===== config.mk =====
export PLATFORM = sky130hd
export DESIGN_NAME = ps2_host_tx
export DESIGN_NICKNAME = d
export VERILOG_FILES = /design/src/rtl/ps2_pkg.sv /design/src/rtl/ps2_host_tx.sv
export SDC_FILE = /design/constraint.sdc
export NUM_CORES = 1
export LEC_CHECK = 0
export CAP_MARGIN = 5
export CORE_MARGIN = 5
export CORE_UTILIZATION = 33
export DETAILED_ROUTE_END_ITERATION = 6
export MAX_ROUTING_LAYER = met4
export SYNTH_ARGS = -nofsm -noshare
export SYNTH_HDL_FRONTEND = slang
export SYNTH_SLANG_ARGS = --single-unit
export TNS_END_PERCENT = 1

===== constraint.sdc =====
create_clock -name clk_in -period 4.01 [get_ports clk_in]
set_clock_uncertainty 0.2 [all_clocks]
set_input_delay 0.6015 -clock clk_in [delete_from_list [all_inputs] [get_ports clk_in]]
set_output_delay 0.6015 -clock clk_in [all_outputs]
set_load 0.02 [all_outputs]

===== src/rtl/ps2_pkg.sv =====
// ps2_pkg: definitions shared by the PS/2 host transmitter, the ps2_decoder
// receiver and the keyboard logic.
//   ps2_tx_state_t   : host transmitter FSM states
//   PS2_FRAME_BITS   : start + 8 data + parity + stop
//   PS2_CMD_*        : common host command bytes
package ps2_pkg;

  typedef enum logic [2:0] {
    TX_IDLE,
    TX_INHIBIT,
    TX_REQ,
    TX_SEND,
    TX_ACK,
    TX_WAIT_IDLE,
    TX_DONE,
    TX_FAIL
  } ps2_tx_state_t;

  localparam int PS2_FRAME_BITS = 11;

  localparam logic [7:0] PS2_CMD_SET_LEDS = 8'hED;
  localparam logic [7:0] PS2_CMD_ENABLE   = 8'hF4;
  localparam logic [7:0] PS2_BREAK        = 8'hF0;

endpackage


===== src/rtl/ps2_host_tx.sv =====
// ps2_host_tx: host-to-device PS/2 transmitter.
// Runs the request-to-send sequence (clock inhibit, then clock+data low),
// then shifts 8 data bits (LSB first), odd parity and the stop bit onto the
// open-drain lines under device clocking and checks the device ACK.
// Ports:
//   clk_in, rst_n_in         system clock, synchronous active-low reset
//   ps_clk_in, ps_data_in    synchronised PS/2 lines
//   data_in, valid_in        command byte and send request
//   ready_out                high only when idle; accept = valid_in & ready_out
//   ps_clk_oe_out            1 = pull PS/2 clock low
//   ps_data_oe_out           1 = pull PS/2 data low
//   done_out, err_out        one-cycle completion / failure pulses
// All outputs come straight from flops.
module ps2_host_tx
  import ps2_pkg::*;
#(
  parameter int CLK_HZ         = 100_000_000,
  parameter int INHIBIT_CYCLES = 10_000,
  parameter int REQ_CYCLES     = 200,
  parameter int START_TIMEOUT  = 1_500_000,
  parameter int BIT_TIMEOUT    = 200_000
) (
  input  logic       clk_in,
  input  logic       rst_n_in,
  input  logic       ps_clk_in,
  input  logic       ps_data_in,
  input  logic [7:0] data_in,
  input  logic       valid_in,
  output logic       ready_out,
  output logic       ps_clk_oe_out,
  output logic       ps_data_oe_out,
  output logic       done_out,
  output logic       err_out
);

  // CLK_HZ only documents the clock the cycle counts were derived from.
  if (CLK_HZ <= 0) begin : g_clk_hz_invalid
  end

  localparam int CNT_W = $clog2(START_TIMEOUT + 1);

  localparam logic [CNT_W-1:0] INH_LAST  = CNT_W'(INHIBIT_CYCLES - 1);
  localparam logic [CNT_W-1:0] REQ_LAST  = CNT_W'(REQ_CYCLES - 1);
  localparam logic [CNT_W-1:0] START_LIM = CNT_W'(START_TIMEOUT);
  localparam logic [CNT_W-1:0] BIT_LIM   = CNT_W'(BIT_TIMEOUT);
  // Index of the stop bit within the data/parity/stop sequence.
  localparam logic [3:0]       STOP_IDX  = 4'(PS2_FRAME_BITS - 2);

  ps2_tx_state_t    state_q, state_d;
  logic [CNT_W-1:0] cnt_q, cnt_d, cnt_inc;
  logic [3:0]       idx_q, idx_d;
  logic [8:0]       frame_q, frame_d;
  logic             clk_q;
  logic             fall;
  logic             timeout;
  logic             ready_q, ready_d;
  logic             clk_oe_q, clk_oe_d;
  logic             data_oe_q, data_oe_d;
  logic             done_q, done_d;
  logic             err_q, err_d;

  assign fall    = clk_q & ~ps_clk_in;
  // Saturating increment: a stuck line must never wrap back under a limit.
  assign cnt_inc = (cnt_q == {CNT_W{1'b1}}) ? cnt_q : cnt_q + CNT_W'(1);
  // Before the first device edge the long start limit applies.
  assign timeout = (state_q == TX_SEND && idx_q == 4'd0) ? (cnt_q >= START_LIM)
                                                         : (cnt_q >= BIT_LIM);

  always_comb begin
    state_d   = state_q;
    cnt_d     = cnt_inc;
    idx_d     = idx_q;
    frame_d   = frame_q;
    ready_d   = 1'b0;
    clk_oe_d  = clk_oe_q;
    data_oe_d = data_oe_q;
    done_d    = 1'b0;
    err_d     = 1'b0;

    case (state_q)
      TX_IDLE: begin
        ready_d   = 1'b1;
        clk_oe_d  = 1'b0;
        data_oe_d = 1'b0;
        cnt_d     = '0;
        if (valid_in && ready_q) begin
          frame_d  = {~^data_in, data_in};
          state_d  = TX_INHIBIT;
          ready_d  = 1'b0;
          clk_oe_d = 1'b1;
        end
      end

      TX_INHIBIT: begin
        if (cnt_q == INH_LAST) begin
          state_d   = TX_REQ;
          cnt_d     = '0;
          data_oe_d = 1'b1;
        end
      end

      // Data held low here is the start bit the device clocks in first.
      TX_REQ: begin
        if (cnt_q == REQ_LAST) begin
          state_d  = TX_SEND;
          cnt_d    = '0;
          idx_d    = '0;
          clk_oe_d = 1'b0;
        end
      end

      // A device edge takes priority over a timeout in the same cycle.
      TX_SEND: begin
        if (fall) begin
          cnt_d = '0;
          idx_d = idx_q + 4'd1;
          if (idx_q == STOP_IDX) begin
            data_oe_d = 1'b0;
            state_d   = TX_ACK;
          end else begin
            data_oe_d = ~frame_q[idx_q];
          end
        end else if (timeout) begin
          state_d   = TX_FAIL;
          data_oe_d = 1'b0;
          err_d     = 1'b1;
        end
      end

      TX_ACK: begin
        if (fall) begin
          cnt_d = '0;
          if (ps_data_in) begin
            state_d = TX_FAIL;
            err_d   = 1'b1;
          end else begin
            state_d = TX_WAIT_IDLE;
          end
        end else if (timeout) begin
          state_d = TX_FAIL;
          err_d   = 1'b1;
        end
      end

      TX_WAIT_IDLE: begin
        if (ps_clk_in && ps_data_in) begin
          state_d = TX_DONE;
          done_d  = 1'b1;
        end else if (timeout) begin
          state_d = TX_FAIL;
          err_d   = 1'b1;
        end
      end

      // DONE and FAIL each hold their pulse for one cycle with ready low.
      TX_DONE: begin
        state_d = TX_IDLE;
        ready_d = 1'b1;
      end

      TX_FAIL: begin
        state_d   = TX_IDLE;
        ready_d   = 1'b1;
        clk_oe_d  = 1'b0;
        data_oe_d = 1'b0;
      end

      default: begin
        state_d   = TX_IDLE;
        ready_d   = 1'b1;
        clk_oe_d  = 1'b0;
        data_oe_d = 1'b0;
      end
    endcase
  end

  always_ff @(posedge clk_in) begin
    if (!rst_n_in) begin
      state_q   <= TX_IDLE;
      cnt_q     <= '0;
      idx_q     <= '0;
      clk_q     <= 1'b1;
      ready_q   <= 1'b1;
      clk_oe_q  <= 1'b0;
      data_oe_q <= 1'b0;
      done_q    <= 1'b0;
      err_q     <= 1'b0;
    end else begin
      state_q   <= state_d;
      cnt_q     <= cnt_d;
      idx_q     <= idx_d;
      clk_q     <= ps_clk_in;
      ready_q   <= ready_d;
      clk_oe_q  <= clk_oe_d;
      data_oe_q <= data_oe_d;
      done_q    <= done_d;
      err_q     <= err_d;
    end
  end

  // Frame payload is only meaningful after an accept, so it carries no reset.
  always_ff @(posedge clk_in) begin
    frame_q <= frame_d;
  end

  assign ready_out      = ready_q;
  assign ps_clk_oe_out  = clk_oe_q;
  assign ps_data_oe_out = data_oe_q;
  assign done_out       = done_q;
  assign err_out        = err_q;

endmodule


Word level (Yosys, flattened, before mapping):

Cells that the tools add are included.

* bits in registers: 43
* input bits: 13
* output and inout bits: 5
* word-level logic and storage cells: 91

* add/sub/neg operators: 2
* $lt $le $gt $ge: 3
* eq/ne operators: 17
* mux-type cells: 38
* bitwise logic cells: 3
* reduce and logical (&&, ||, !) cells: 18

Operators by type and width (count)
* two-way mux 21 bit: 4
* case mux 21 bit (4 select lines): 1
* two-way mux 3 bit: 8
* adder 21 x 1 -> 21 bit, second input constant: 1
* == test 21 x 14 -> 1 bit, second input constant: 1
* == test 21 bit, second input constant: 1
* == test 21 x 8 -> 1 bit, second input constant: 1
* greater-or-equal comparator 21 x 18 -> 1 bit, second input constant: 1
* greater-or-equal comparator 21 bit, second input constant: 1
* case mux 3 bit (7 select lines): 1
* two-way mux 1 bit: 15
* == test 3 bit, second input constant: 4
* case mux 1 bit (3 select lines): 3
* two-way mux 4 bit: 2
* != test 2 bit, second input constant: 4
* case mux 4 bit (2 select lines): 1
* XNOR reduction 8 bit: 1
* == test 3 x 2 -> 1 bit, second input constant: 2
* AND reduction 2 bit: 3
* AND reduction 3 bit: 2
* nonzero test 3 bit: 2
* OR reduction 2 bit: 3
* < comparator 4 x 5 -> 1 bit, second input constant: 1
* adder 4 x 1 -> 4 bit, second input constant: 1
* 14 further kinds: 17

Logic depth before layout (Yosys ltp):

* depth after elaboration: 6
* depth in mapped cells: 8
* mapped depth without buffers: 7

Worst setup path after synthesis:

OpenSTA, ideal clock, no wires.

* path kind: register -> register
* from: register state_q[2]
* to: register frame_q[0], enable pin
* arrival: 1732 ps
* required time: 3411 ps
* path slack: 1679 ps
* stages on the path, launching flop included: 4
* path buffers: 2
* cells stage by stage: dfxtp_1 -> clkbuf_1 -> clkbuf_1 -> nor4_1

* longest elaborated chain between the ends: 2

Ends and longest elaborated chain
* start, declared: line ps2_host_tx.sv:49 `ps2_tx_state_t state_q, state_d;`
* start signal, assigned: line ps2_host_tx.sv:189 `state_q <= state_d;`
* logical NOT 3 bit: line ps2_host_tx.sv:80 `case (state_q)`
* AND reduction 2 bit (no source line)
* end signal, assigned: line ps2_host_tx.sv:203 `frame_q <= frame_d;`
* end, declared: line ps2_host_tx.sv:52 `logic [8:0] frame_q, frame_d;`

No other way between the ends.
A chain may end at the register's enable or synchronous reset.

Worst setup path after layout:

* from: register state_q[1]
* to: register state_q[1]

* longest elaborated chain between the ends: 6
* elaborated cells between the ends (all ways): 21
* classes of those cells: 11 x eq/ne; 6 x mux; 4 x reduce/logical

Ends and longest elaborated chain
* == test 3 x 2 -> 1 bit: line ps2_host_tx.sv:66, ps2_host_tx.sv:80
* logical AND 1 bit: line ps2_host_tx.sv:66 `assign timeout = (state_q == TX_SEND && idx_q == 4'd0) ? (cnt_q >= START_LIM)`
* two-way mux 1 bit: line ps2_host_tx.sv:66
* two-way mux 3 bit
* two-way mux 3 bit (on tied branches)
* case mux 3 bit (7 select lines): line ps2_host_tx.sv:80

Several ways; a longest one is shown, not always the timed one.

==> results.toml <==
[sta]
timing.fmax_ghz = 0.400
timing.final.max_slew_violations = 0
maxSlewHeadroom_pct = 55.3
fin_crit_ns = 2.50
timing.final.crit_share_pct = 62.3
hold_viol = 0
fin_setup_tns_ns = 0
hold_slack_ns = 0.321
final-setup-viol-count = 0
rsz0062_at_grt = "false"
max_slew.worst_pin.slew_ns = 0.669

[route]
first_pass_iters = 4
drc = 0
ant_nets = 0
dr.max_layer_used = "met4"
met1_length_um = 2430
wl_um = 4980
vias = 1982
wl_met3_um = 151
drtIter0Drc = 88
drt-vias-per-instance = 5.12
dr_wl_met2_um = 2340
wl_per_cell_um = 12.9

[run_status]
status = "finished, final reports clean"

[finish]
num_antenna_cells = 0
n_fill_cell = 753
drive_gt1_share_pct = 6.60
final_util_pct = 38.0
seq_area_um2 = 951
fin_cells = 387
area_growth_pct = 14.3
layout.nets = 305
multiInputGateArea_um2 = 1320

[global_route]
antenna_found_initial = 0
grt_max_degree = 22
grt_pass1_vias = 1929
grt_usage_pct = 12.3
grt_first_pass_wirelength_um = 8800
grt_overflow = 0

[floorplanning]
fp.dieW_um = 94.8
core_um2 = 7140
fp-row-count = 31
start_util_pct = 33.3
die-area_um2 = 8990
die_y_um = 94.8
io_pins = 18

[placed_design]
port_buffers = 17
place_congestion = 0.811
hpwl_um = 3560
place_inst = 379

[logic_synthesis]
synth-edff-count = 9
synth_most_common_cell = "nor2_1"
synth-async-reset-ratio_pct = 0
synth_commonest_cells = "nor2_1 (38), dfxtp_1 (34), nand2_1 (23), xor2_1 (14)"
netlist_area_um2 = 2370
seq_area_frac_synth_pct = 40.1
ys_ff_latch = 43
yosys_warnings = 0
syn_area_per_cell_um2 = 8.60
synth_top_area_share_pct = 28.7
synth.distinct_cells = 50
ys.flop_type = "dfxtp_1"
ys_top_cells_by_area = "dfxtp_1 (29%), edfxtp_1 (11%), nor2_1 (6.0%), xor2_1 (5.2%), xnor2_1 (3.7%)"
synth_top_area_cell = "dfxtp_1"
syn_inst = 276
syn_nets = 294

[pwr]
vdd_ir_drop_max_uv = 117
power_uw = 990
powerDensity_nw_per_um2 = 365
p_leak_nw = 0.913

[critical_path]
cp.required_ns = 4.00
critPathKind = "flop to flop"
worstPathArrival_ns = 2.49
crit_path_max_fanout = 18
start_kind = "flop"
cp-end-kind = "flop"

[clock_network]
cts_made_buffers = 5
clock_latency_ns = 0.29
clkTransAtPathRegs_ns = 0.08
clock_sinks = 43
cts_tree = "yes"
htreeDepth = 2
cts.path.max_buffers = 2
postCtsHoldBufs = 0
cts_setup_buffers = 0
root_buffer = "clkbuf_8"
ctsResizeCount = 0

[hold_path]
min_path_type = "flop to flop"

[job]
maxCapViolCount = 0
==> layout make-up <==
type,instances,share of cell area [%]
Multi-Input combinational cell,209,48.5
Sequential cell,43,35.1
Timing Repair Buffer,18,6.55
Tap cell,99,4.57
Clock buffer,5,2.54
Clock inverter,3,1.43
Inverter,10,1.38
==> power breakdown <==
part | leakage (nW) | internal (mW) | total (mW) | switching (mW)
clock network | 0.0556 | 0.182 | 0.333 | 0.150
registers | 0.360 | 0.470 | 0.499 | 0.0283
logic | 0.498 | 0.0695 | 0.159 | 0.0895
total | 0.913 | 0.722 | 0.990 | 0.268
==> flip-flops by register name, summed over array words and instances, names as in the netlist <==
register        count
idx_q               4
ready_out           1
err_out             1
done_out            1
clk_q               1
frame_q             9
state_q             3
ps_clk_oe_out       1
ps_data_oe_out      1
cnt_q              21
==> metal layers <==
layer	vias to the layer above	global-route usage [%]
met1	944	15.4
li1	1002	-
met4	0	5.05
met3	4	2.31
met2	32	19.7
met5	-	-
==> placed cells by master, fill, tap and decap left out, types with 2 or more instances in the layout <==
| cell type | netlist | layout |
|---|---|---|
| nand4b_1 | 2 | 2 |
| mux2_2 | 2 | 2 |
| a31oi_1 | 5 | 5 |
| clkbuf_8 | 0 | 5 |
| nand3_1 | 13 | 13 |
| nand2_1 | 23 | 23 |
| o311a_1 | 2 | 2 |
| ha_1 | 5 | 5 |
| nor4_1 | 7 | 6 |
| inv_1 | 10 | 10 |
| xor2_1 | 14 | 14 |
| o21ai_0 | 12 | 12 |
| nor2b_1 | 3 | 3 |
| a41oi_1 | 3 | 3 |
| and3_1 | 4 | 4 |
| nor2_1 | 38 | 38 |
| nor3_1 | 9 | 9 |
| dfxtp_1 | 34 | 34 |
| clkdlybuf4s50_1 | 0 | 17 |
| and4_1 | 3 | 3 |
| a21oi_1 | 13 | 13 |
| nand4_1 | 8 | 8 |
| and2_1 | 3 | 3 |
| nand2b_1 | 5 | 5 |
| xnor2_1 | 10 | 10 |
| edfxtp_1 | 9 | 9 |
| or2_1 | 2 | 2 |
| o22ai_1 | 3 | 3 |
==> worst max-delay path, cell delays in order, from the launching register on <==
cell	delay (ns)
dfxtp_1	0.75
nand2_4	0.11
nor2_2	0.34
nand4_1	0.14
o22ai_1	0.45
nor3_1	0.10
o311a_1	0.30
==> stage by stage <==
step | area (um2) | worst slack, ns
floorplan | 2370 | 1.68
global placement | 2610 | 1.27
detailed placement | 2610 | 1.23
CTS | 2710 | 1.50
global route | 2710 | 1.26
finish | 2710 | 1.51
==> kinds of logic (layout without fill, tap and decap cells) <==
group	after synthesis	in the layout	share of synthesized area, %
compound gates	53	53	15.6
fa+ha+maj	5	5	2.64
buf+inv	24	36	4.80
simple gates	123	123	25.7
mux	4	4	2.32
flops	43	43	40.1
xor+xnor	24	24	8.86
==> path summary, 6_finish.rpt <==
kind	end	depth (start not counted)	slack (ns)	startpoint
hold reg to reg	ps_data_oe_out	2	0.32	ps_data_oe_out
setup / recovery	state_q[1]	6	1.51	state_q[1]
hold / removal	ps_data_oe_out	2	0.32	ps_data_oe_out
setup reg to reg	state_q[1]	6	1.51	state_q[1]
Power figures use the tool's default switching activity.
